## config.mk

```make
export PLATFORM = sky130hd
export DESIGN_NAME = mio_bus_arbiter_flat
export DESIGN_NICKNAME = d
export VERILOG_FILES = /design/src/rtl/mio_bus_arbiter_if.sv /design/src/rtl/mio_bus_arbiter.sv /design/src/flat_wrapper.sv
export SDC_FILE = /design/constraint.sdc
export NUM_CORES = 1
export LEC_CHECK = 0
export BUFFER_PORTS_ARGS = -buffer_cell sky130_fd_sc_hd__buf_4
export CORE_UTILIZATION = 45
export DETAILED_ROUTE_END_ITERATION = 8
export GPL_TIMING_DRIVEN = 1
export PLACE_DENSITY = 0.73
export SLEW_MARGIN = 20
export SYNTH_ARGS = -nofsm -noshare
export SYNTH_HDL_FRONTEND = slang
export SYNTH_SLANG_ARGS = --single-unit
```

## constraint.sdc

```tcl
create_clock -name clk -period 1.8 [get_ports clk]
set_clock_uncertainty 0.05 [all_clocks]
set_input_delay 0.18 -clock clk [delete_from_list [all_inputs] [get_ports clk]]
set_output_delay 0.18 -clock clk [all_outputs]
set_load 0.03 [all_outputs]
```

## src/rtl/mio_bus_arbiter_if.sv

```systemverilog
// Bundle of every signal between the memory-port arbiter and its surroundings:
// the CPU requester, the secondary bus master, the shared memory port and the
// debug outputs. The slave modport is the arbiter's view of the bundle. The
// master modport is the view of the logic around it (requesters, memory,
// debug probe).
interface mio_bus_arbiter_if #(
  parameter int ADDR_W = 32,
  parameter int DATA_W = 32
);

  // CPU requester (CPU_MIO / MemWrite)
  logic              cpu_req;
  logic              cpu_we;
  logic [ADDR_W-1:0] cpu_addr;
  logic [DATA_W-1:0] cpu_wdata;
  logic [DATA_W-1:0] cpu_rdata;
  logic              cpu_ready;

  // Secondary master (DMA / display fetch)
  logic              dev_req;
  logic              dev_we;
  logic [ADDR_W-1:0] dev_addr;
  logic [DATA_W-1:0] dev_wdata;
  logic [DATA_W-1:0] dev_rdata;
  logic              dev_ready;

  // Shared memory port
  logic              mem_en;
  logic              mem_we;
  logic [ADDR_W-1:0] mem_addr;
  logic [DATA_W-1:0] mem_wdata;
  logic [DATA_W-1:0] mem_rdata;

  // Debug visibility
  logic [1:0]        grant_out;
  logic [1:0]        state_out;

  modport slave (
    input  cpu_req, cpu_we, cpu_addr, cpu_wdata,
    output cpu_rdata, cpu_ready,
    input  dev_req, dev_we, dev_addr, dev_wdata,
    output dev_rdata, dev_ready,
    output mem_en, mem_we, mem_addr, mem_wdata,
    input  mem_rdata,
    output grant_out, state_out
  );

  modport master (
    output cpu_req, cpu_we, cpu_addr, cpu_wdata,
    input  cpu_rdata, cpu_ready,
    output dev_req, dev_we, dev_addr, dev_wdata,
    input  dev_rdata, dev_ready,
    input  mem_en, mem_we, mem_addr, mem_wdata,
    output mem_rdata,
    input  grant_out, state_out
  );

endinterface

```

## src/rtl/mio_bus_arbiter.sv

```systemverilog
// Round-robin arbiter that shares the single unified memory port between the
// multi-cycle CPU controller and one secondary bus master. A granted request
// is latched and held on the memory port for MEM_LAT cycles. The requester
// then gets a one-cycle ready pulse.
// Each transaction walks IDLE -> ACCESS (MEM_LAT cycles) -> DONE (ready) ->
// IDLE. Requests are only looked at in IDLE.
// All outputs come straight from flops. Their next values are computed from
// the next state, so the outputs line up with the state register.
module mio_bus_arbiter #(
  parameter int ADDR_W  = 32,
  parameter int DATA_W  = 32,
  parameter int MEM_LAT = 2
) (
  input  logic             clk,
  input  logic             rst,
  mio_bus_arbiter_if.slave bus
);

  localparam int              CNT_W    = (MEM_LAT > 1) ? $clog2(MEM_LAT) : 1;
  localparam logic [CNT_W-1:0] CNT_LOAD = CNT_W'(MEM_LAT - 1);

  typedef enum logic [1:0] {
    ST_IDLE   = 2'b00,
    ST_ACCESS = 2'b01,
    ST_DONE   = 2'b10
  } state_e;

  typedef enum logic [1:0] {
    GNT_NONE = 2'b00,
    GNT_CPU  = 2'b01,
    GNT_DEV  = 2'b10
  } grant_e;

  state_e            state_q,     state_d;
  logic [CNT_W-1:0]  cnt_q,       cnt_d;
  grant_e            grant_q,     grant_d;
  grant_e            lastGrant_q, lastGrant_d;

  logic              reqWe_q,     reqWe_d;
  logic [ADDR_W-1:0] reqAddr_q,   reqAddr_d;
  logic [DATA_W-1:0] reqWdata_q,  reqWdata_d;
  logic [DATA_W-1:0] rdata_q,     rdata_d;

  logic              memEn_q,     memEn_d;
  logic              memWe_q,     memWe_d;
  logic [ADDR_W-1:0] memAddr_q,   memAddr_d;
  logic [DATA_W-1:0] memWdata_q,  memWdata_d;
  logic              cpuReady_q,  cpuReady_d;
  logic              devReady_q,  devReady_d;

  logic              pickCpu;

  // The CPU wins when it is the only requester, or when both request and the
  // device was served last.
  assign pickCpu = bus.cpu_req && (!bus.dev_req || (lastGrant_q == GNT_DEV));

  // State and datapath registers. Reset drops any in-flight transaction and
  // leaves the device marked as last served, so the CPU wins the first tie.
  always_ff @(posedge clk) begin
    if (rst) begin
      state_q     <= ST_IDLE;
      cnt_q       <= '0;
      grant_q     <= GNT_NONE;
      lastGrant_q <= GNT_DEV;
      reqWe_q     <= 1'b0;
      reqAddr_q   <= '0;
      reqWdata_q  <= '0;
      rdata_q     <= '0;
      memEn_q     <= 1'b0;
      memWe_q     <= 1'b0;
      memAddr_q   <= '0;
      memWdata_q  <= '0;
      cpuReady_q  <= 1'b0;
      devReady_q  <= 1'b0;
    end else begin
      state_q     <= state_d;
      cnt_q       <= cnt_d;
      grant_q     <= grant_d;
      lastGrant_q <= lastGrant_d;
      reqWe_q     <= reqWe_d;
      reqAddr_q   <= reqAddr_d;
      reqWdata_q  <= reqWdata_d;
      rdata_q     <= rdata_d;
      memEn_q     <= memEn_d;
      memWe_q     <= memWe_d;
      memAddr_q   <= memAddr_d;
      memWdata_q  <= memWdata_d;
      cpuReady_q  <= cpuReady_d;
      devReady_q  <= devReady_d;
    end
  end

  // Next state. IDLE arbitrates and latches the winner's command. ACCESS
  // counts down the memory latency and captures read data on its last cycle.
  // DONE always returns to IDLE, so a held request is arbitrated again.
  always_comb begin
    state_d     = state_q;
    cnt_d       = cnt_q;
    grant_d     = grant_q;
    lastGrant_d = lastGrant_q;
    reqWe_d     = reqWe_q;
    reqAddr_d   = reqAddr_q;
    reqWdata_d  = reqWdata_q;
    rdata_d     = rdata_q;

    case (state_q)
      ST_IDLE: begin
        grant_d = GNT_NONE;
        if (bus.cpu_req || bus.dev_req) begin
          state_d = ST_ACCESS;
          cnt_d   = CNT_LOAD;
          if (pickCpu) begin
            grant_d     = GNT_CPU;
            lastGrant_d = GNT_CPU;
            reqWe_d     = bus.cpu_we;
            reqAddr_d   = bus.cpu_addr;
            reqWdata_d  = bus.cpu_wdata;
          end else begin
            grant_d     = GNT_DEV;
            lastGrant_d = GNT_DEV;
            reqWe_d     = bus.dev_we;
            reqAddr_d   = bus.dev_addr;
            reqWdata_d  = bus.dev_wdata;
          end
        end
      end

      ST_ACCESS: begin
        if (cnt_q == '0) begin
          state_d = ST_DONE;
          if (!reqWe_q) begin
            rdata_d = bus.mem_rdata;
          end
        end else begin
          cnt_d = cnt_q - 1'b1;
        end
      end

      ST_DONE: begin
        state_d = ST_IDLE;
        grant_d = GNT_NONE;
      end

      default: begin
        state_d = ST_IDLE;
        grant_d = GNT_NONE;
      end
    endcase
  end

  // Output decode from the next state. The memory port is live only in
  // ACCESS and reads zero otherwise. Ready goes only to the granted master.
  always_comb begin
    memEn_d    = (state_d == ST_ACCESS);
    memWe_d    = memEn_d && reqWe_d;
    memAddr_d  = memEn_d ? reqAddr_d  : '0;
    memWdata_d = memEn_d ? reqWdata_d : '0;
    cpuReady_d = (state_d == ST_DONE) && (grant_d == GNT_CPU);
    devReady_d = (state_d == ST_DONE) && (grant_d == GNT_DEV);
  end

  assign bus.cpu_rdata = rdata_q;
  assign bus.dev_rdata = rdata_q;
  assign bus.cpu_ready = cpuReady_q;
  assign bus.dev_ready = devReady_q;
  assign bus.mem_en    = memEn_q;
  assign bus.mem_we    = memWe_q;
  assign bus.mem_addr  = memAddr_q;
  assign bus.mem_wdata = memWdata_q;
  assign bus.grant_out = grant_q;
  assign bus.state_out = state_q;

endmodule

```

## src/flat_wrapper.sv

```systemverilog
// flat-port wrapper written by rule: the top's interface ports become plain ports
module mio_bus_arbiter_flat 
#(
  parameter int ADDR_W  = 32,
  parameter int DATA_W  = 32,
  parameter int MEM_LAT = 2
)
  (clk, rst, bus_cpu_req, bus_cpu_we, bus_cpu_addr, bus_cpu_wdata, bus_cpu_rdata, bus_cpu_ready, bus_dev_req, bus_dev_we, bus_dev_addr, bus_dev_wdata, bus_dev_rdata, bus_dev_ready, bus_mem_en, bus_mem_we, bus_mem_addr, bus_mem_wdata, bus_mem_rdata, bus_grant_out, bus_state_out);
  mio_bus_arbiter_if #(.ADDR_W(ADDR_W), .DATA_W(DATA_W)) bus_i ();
  input  logic clk;
  input  logic rst;
  input wire logic [$bits(bus_i.cpu_req)-1:0] bus_cpu_req;
  input wire logic [$bits(bus_i.cpu_we)-1:0] bus_cpu_we;
  input wire logic [$bits(bus_i.cpu_addr)-1:0] bus_cpu_addr;
  input wire logic [$bits(bus_i.cpu_wdata)-1:0] bus_cpu_wdata;
  output wire logic [$bits(bus_i.cpu_rdata)-1:0] bus_cpu_rdata;
  output wire logic [$bits(bus_i.cpu_ready)-1:0] bus_cpu_ready;
  input wire logic [$bits(bus_i.dev_req)-1:0] bus_dev_req;
  input wire logic [$bits(bus_i.dev_we)-1:0] bus_dev_we;
  input wire logic [$bits(bus_i.dev_addr)-1:0] bus_dev_addr;
  input wire logic [$bits(bus_i.dev_wdata)-1:0] bus_dev_wdata;
  output wire logic [$bits(bus_i.dev_rdata)-1:0] bus_dev_rdata;
  output wire logic [$bits(bus_i.dev_ready)-1:0] bus_dev_ready;
  output wire logic [$bits(bus_i.mem_en)-1:0] bus_mem_en;
  output wire logic [$bits(bus_i.mem_we)-1:0] bus_mem_we;
  output wire logic [$bits(bus_i.mem_addr)-1:0] bus_mem_addr;
  output wire logic [$bits(bus_i.mem_wdata)-1:0] bus_mem_wdata;
  input wire logic [$bits(bus_i.mem_rdata)-1:0] bus_mem_rdata;
  output wire logic [$bits(bus_i.grant_out)-1:0] bus_grant_out;
  output wire logic [$bits(bus_i.state_out)-1:0] bus_state_out;
  assign bus_i.cpu_req = bus_cpu_req;
  assign bus_i.cpu_we = bus_cpu_we;
  assign bus_i.cpu_addr = bus_cpu_addr;
  assign bus_i.cpu_wdata = bus_cpu_wdata;
  assign bus_cpu_rdata = bus_i.cpu_rdata;
  assign bus_cpu_ready = bus_i.cpu_ready;
  assign bus_i.dev_req = bus_dev_req;
  assign bus_i.dev_we = bus_dev_we;
  assign bus_i.dev_addr = bus_dev_addr;
  assign bus_i.dev_wdata = bus_dev_wdata;
  assign bus_dev_rdata = bus_i.dev_rdata;
  assign bus_dev_ready = bus_i.dev_ready;
  assign bus_mem_en = bus_i.mem_en;
  assign bus_mem_we = bus_i.mem_we;
  assign bus_mem_addr = bus_i.mem_addr;
  assign bus_mem_wdata = bus_i.mem_wdata;
  assign bus_i.mem_rdata = bus_mem_rdata;
  assign bus_grant_out = bus_i.grant_out;
  assign bus_state_out = bus_i.state_out;
  mio_bus_arbiter #(.ADDR_W(ADDR_W), .DATA_W(DATA_W), .MEM_LAT(MEM_LAT)) u_core (.clk(clk), .rst(rst), .bus(bus_i));
endmodule
```

# Word level (Yosys, flattened, before mapping)

Cells that the tools add are included.

Eq/ne operators: 7
Reduce and logical (&&, ||, !) cells: 13
$add $sub $neg: 1
Bitwise gates (word level): 3
Multiplexer cells: 18

Operators with widths:

| cell                                                  | number |
|---|---|
| two-way mux 32 bit                                    | 6 |
| two-way mux 2 bit                                     | 4 |
| case mux 2 bit (2 select lines)                       | 2 |
| equality test 2 x 1 -> 1 bit, second input constant   | 3 |
| equality test 2 bit, second input constant            | 3 |
| two-way mux 1 bit                                     | 5 |
| logical AND 1 bit                                     | 4 |
| AND reduction 2 bit                                   | 2 |
| NOT 1 bit                                             | 3 |
| AND reduction 3 bit                                   | 1 |
| logical NOT 2 bit                                     | 1 |
| logical OR 1 bit                                      | 2 |
| inequality test 2 x 1 -> 1 bit, second input constant | 1 |
| case mux 1 bit (2 select lines)                       | 1 |
| nonzero test 2 bit                                    | 1 |
| OR reduction 2 bit                                    | 1 |
| logical NOT 1 bit                                     | 1 |
| subtractor 1 bit, second input constant               | 1 |

Input bits: 166
Output and inout bits: 136
Flip-flop bits (word level): 172
Logic and storage cells: 56

# Longest topological paths before layout

Depth in word-level cells: 8
Gate-level depth with buffers: 7
Depth with buffers taken out: 4

# Least setup slack after synthesis

No wires, ideal clock.

Path kind: register -> register
Start: reg u_core.state_q[0] (netlist: u_core.bus.state_out[0])
End: reg u_core.rdata_q[1] (netlist: u_core.bus.cpu_rdata[1])
Arrival: 1.491 ns
Setup time: 0.133 ns
Path buffers: 2
Cell stages (with the launch flop): 7
Required time: 1.617 ns
Path slack: 0.127 ns
Clock period less this slack: 1.673 ns
Path through: dfxtp_1 > nand2b_1 > or3_1 > clkbuf_1 > buf_4 > nand2_1 > a21oi_1

Word-level cells in the longest chain between the ends: 2

RTL lines:

| item                          | line                   | text |
|---|---|---|
| from (decl)                   | mio_bus_arbiter.sv:34  | `state_e state_q, state_d;` |
| from (signal assigned)        | mio_bus_arbiter.sv:76  | `state_q <= state_d;` |
| equality test 2 x 1 -> 1 bit  | mio_bus_arbiter.sv:106 | `case (state_q)` |
| AND reduction 3 bit (no line) | -                      |  |
| to (signal assigned)          | mio_bus_arbiter.sv:83  | `rdata_q <= rdata_d;` |
| to (decl)                     | mio_bus_arbiter.sv:42  | `logic [DATA_W-1:0] rdata_q, rdata_d;` |

No other way between the ends.
A chain may end at the register's enable or synchronous reset.

# Final worst setup path

Start: reg u_core.state_q[1] (netlist: u_core.bus.state_out[1])
End: reg u_core.memAddr_q[13] (netlist: u_core.bus.mem_addr[13])

Word-level cells in the longest chain between the ends: 5
Elaborated cells between the ends (all ways): 9
Those cells by class: eq/ne (2); mux (4); bitwise (1); reduce/logical (2)

RTL lines:

| item                                                 | line                   | text |
|---|---|---|
| equality test 2 x 1 -> 1 bit (tied with other cells) | mio_bus_arbiter.sv:106 |  |
| case mux 2 bit (2 select lines)                      | mio_bus_arbiter.sv:106 |  |
| equality test 2 x 1 -> 1 bit                         | mio_bus_arbiter.sv:154 | `memEn_d = (state_d == ST_ACCESS);` |
| NOT 1 bit (no line)                                  | -                      |  |
| OR reduction 2 bit (no line)                         | -                      |  |
| to (signal assigned)                                 | mio_bus_arbiter.sv:86  | `memAddr_q <= memAddr_d;` |
| to (decl)                                            | mio_bus_arbiter.sv:46  | `logic [ADDR_W-1:0] memAddr_q, memAddr_d;` |

Several ways; a longest one is shown, not always the timed one.

==> results by group <==
Run status
  – Status: finished, final reports clean

STA
  – Hold slack: 0.03658 ns
  – Setup violations, final: 0
  – Min Tclk post-route: 1.650 ns
  – Period utilization: 91.66%
  – Fin. max-slew vios: 0
  – Setup TNS: 0 ns
  – Final worst slack: 0.1501 ns
  – Worst slew pin tran: 0.7857 ns
  – Fmax: 606.1 MHz
  – Final hold violations: 0
  – RSZ-0062 raised after global routing: no
  – Rel. slew slack: 47.62%

GRT
  – Gr usage total: 26.17%
  – Grt ovf: 0
  – Largest net degree at the start of global routing: 72
  – Global-route wire length before repair: 32070 um
  – Vias in the first global route: 6293
  – Initial antenna violation count: 0

Synthesis
  – Asr flop ratio synth: 0%
  – Synth Instances: 788
  – Avg Cell Area, Syn: 8.601 um^2
  – Cell taking the most area after synthesis: dfxtp_1
  – Synthesized cell area: 6778 um^2
  – Synth warnings: 0
  – Top cell type's share of synthesized area: 50.80%
  – Number of synthesized register bits: 172
  – Top FF cell, synth: dfxtp_1
  – Syn nets: 954
  – Register area share after synthesis: 50.80%
  – Synth top area cells: dfxtp_1, nor3_1, a211oi_2
  – Distinct cells, synth: 29
  – EDFF count, synth: 0

Setup path
  – Reg2Reg Depth: 5
  – CP startpoint kind: register
  – Critical Path RT: 2.05 ns
  – Kind of critical path: reg2reg
  – CP Max Fanout: 13
  – Worst Setup End Kind: register
  – Worst Path Arrival: 1.90 ns

Hold path
  – Hold Crit Class: in2reg
  – Hold depth: 3

Cells and area
  – Antenna cell count: 0
  – Post-route non-filler standard cell count: 1261
  – Final instance area: 9935 um^2
  – Core Util, Final: 68.10%
  – Net count reported at finish: 1230
  – Layout cell share with drive strength beyond 1: 37.60%
  – Area delta synth->final: 46.58%

Routing
  – Drt first pass iters: 5
  – Total via count after detailed routing: 6545
  – Post-DR vias/cell: 5.190
  – Initial DRC count: 358
  – Residual DRC: 0
  – WL/cell: 16.30 um
  – Final wirelength: 20550 um
  – Antenna violation net count after detailed routing: 0

Power
  – NetSw: 3.578 mW
  – Clock share of power: 33.3%
  – Pleak: 4.377 nW
  – Internal power: 7.815 mW
  – Sequential share of power: 39.3%
  – PwrDens: 1147 nW/um^2
  – Switching Share: 31.41%
  – Combinational share of power: 27.4%
  – Overall power: 11.39 mW
  – Peak supply drop: 0.6124 mV

CTS
  – CTS tree: done
  – # Post-CTS Setup Buffers: 0
  – CTS root buf: clkbuf_16
  – Max H-tree Level: 4
  – Clock buffer depth: 2
  – Clock sinks: 172
  – Clock transition at path regs: 0.06 ns
  – Cts bufs inserted: 17
  – Clk_lat worst skew: 0.42 ns

Floorplanning
  – Full die area: 15560 um^2
  – Die Wd: 124.7 um
  – I/O pins: 302
  – FP Rows: 44
  – Vert. Die Dim: 124.7 um
  – Initial Utilization: 46.46%
  – Core area: 14590 um^2

Placement
  – Routability cong.: 0.7978
  – PortBufs: 301
  – Post-DP HPWL: 13950 um
  – DP Cell Count: 1197
  – Pre-CTS setup slack: 0.1543 ns
  – DP Area: 8984 um^2

Job
  – Max cap viols: 0
[cells by family (layout without fill, tap and decap cells)]
logic type / count (synthesis) / count (layout) / share of synthesized area (%)
AO/OA/AOI/OAI: 172 / 172 / 18.55
buffers and inverters: 104 / 393 / 8.843
flip-flops: 172 / 172 / 50.80
AND/OR/NAND/NOR: 340 / 340 / 21.80
[layer usage]
layer  vias up  track usage (%)  wire [um]
li1       3223                -          -
met1      3015            30.40       8401
met2       270            44.65      10090
met3        37            7.689       1566
met4         0            10.99        492
met5         -                0          0
[worst paths after layout]
check / from / end / slack, ns
max reg2reg: u_core.bus.state_out[1] / u_core.bus.mem_addr[13] / 0.15
max: u_core.bus.state_out[1] / u_core.bus.mem_addr[13] / 0.15
min reg2reg: u_core.bus.grant_out[1] / u_core.bus.cpu_ready / 0.42
min: bus_dev_wdata[14] / u_core.reqWdata_q[14] / 0.04
[placed cells by master (no fill, tap or decap), types with 3 or more instances in the layout]
| cell | instances |
|---|---|
| buf_12 | 7 |
| a211oi_2 | 40 |
| dlygate4sd3_1 | 32 |
| a21oi_1 | 97 |
| inv_1 | 3 |
| clkbuf_16 | 17 |
| nor3_1 | 131 |
| a211oi_1 | 26 |
| clkbuf_8 | 7 |
| dfxtp_1 | 172 |
| nand2_1 | 130 |
| nor2_1 | 69 |
| buf_4 | 319 |
[state kept, by name, indices dropped and copies added, names as in the netlist]
signal,cells
u_core.bus.state_out,2
u_core.bus.mem_wdata,32
u_core.bus.cpu_ready,1
u_core.bus.mem_en,1
u_core.bus.mem_we,1
u_core.bus.dev_ready,1
u_core.bus.grant_out,2
u_core.bus.mem_addr,32
u_core.lastGrant_q,2
u_core.reqWe_q,1
u_core.bus.cpu_rdata,32
u_core.reqAddr_q,32
u_core.reqWdata_q,32
u_core.cnt_q,1
[cells in the mapped netlist, drive strengths merged, types with 2 or more instances]
library cell	n
or3	2
nor3	132
buf	66
a21oi	97
a22oi	2
o21ai	2
clkbuf	35
nand2	130
inv	3
a211oi	66
nor2	70
dfxtp	172
nand2b	3
[power by group through the flow]
stage | Clock, mW | Combinational, mW | Sequential (mW)
final | 3.79 | 3.12 | 4.48
after global routing | 4.03 | 3.35 | 4.52
after CTS | 3.83 | 3.12 | 4.47
after detailed placement | 0 | 3.05 | 4.55
after global placement | 0 | 3.02 | 4.54
after floorplan | 0 | 1.46 | 5.02
[cell type report]
cell class	instances	area, um^2
clock inverters	8	103.9
multi-input cells	512	2769
inverters	3	11.26
flip-flops and latches	172	3443
repair buffers	358	2855
clock buffers	24	521.8
well taps	184	230.2
fillers	1188	4654
[worst max-delay path: stages (launching register included)]
cell,delay (ns)
dfxtp_1,0.38
nor2_2,0.24
o21ai_4,0.19
buf_4,0.25
a211oi_1,0.33
nor3_1,0.09
[repair_timing]
action | CTS | global route
endpoints found under the hold margin | 32 | 0
setup endpoints to repair | 0 | 2
hold buffers | 32 | 0
resized for setup | 0 | 1
Power figures use the tool's default switching activity.
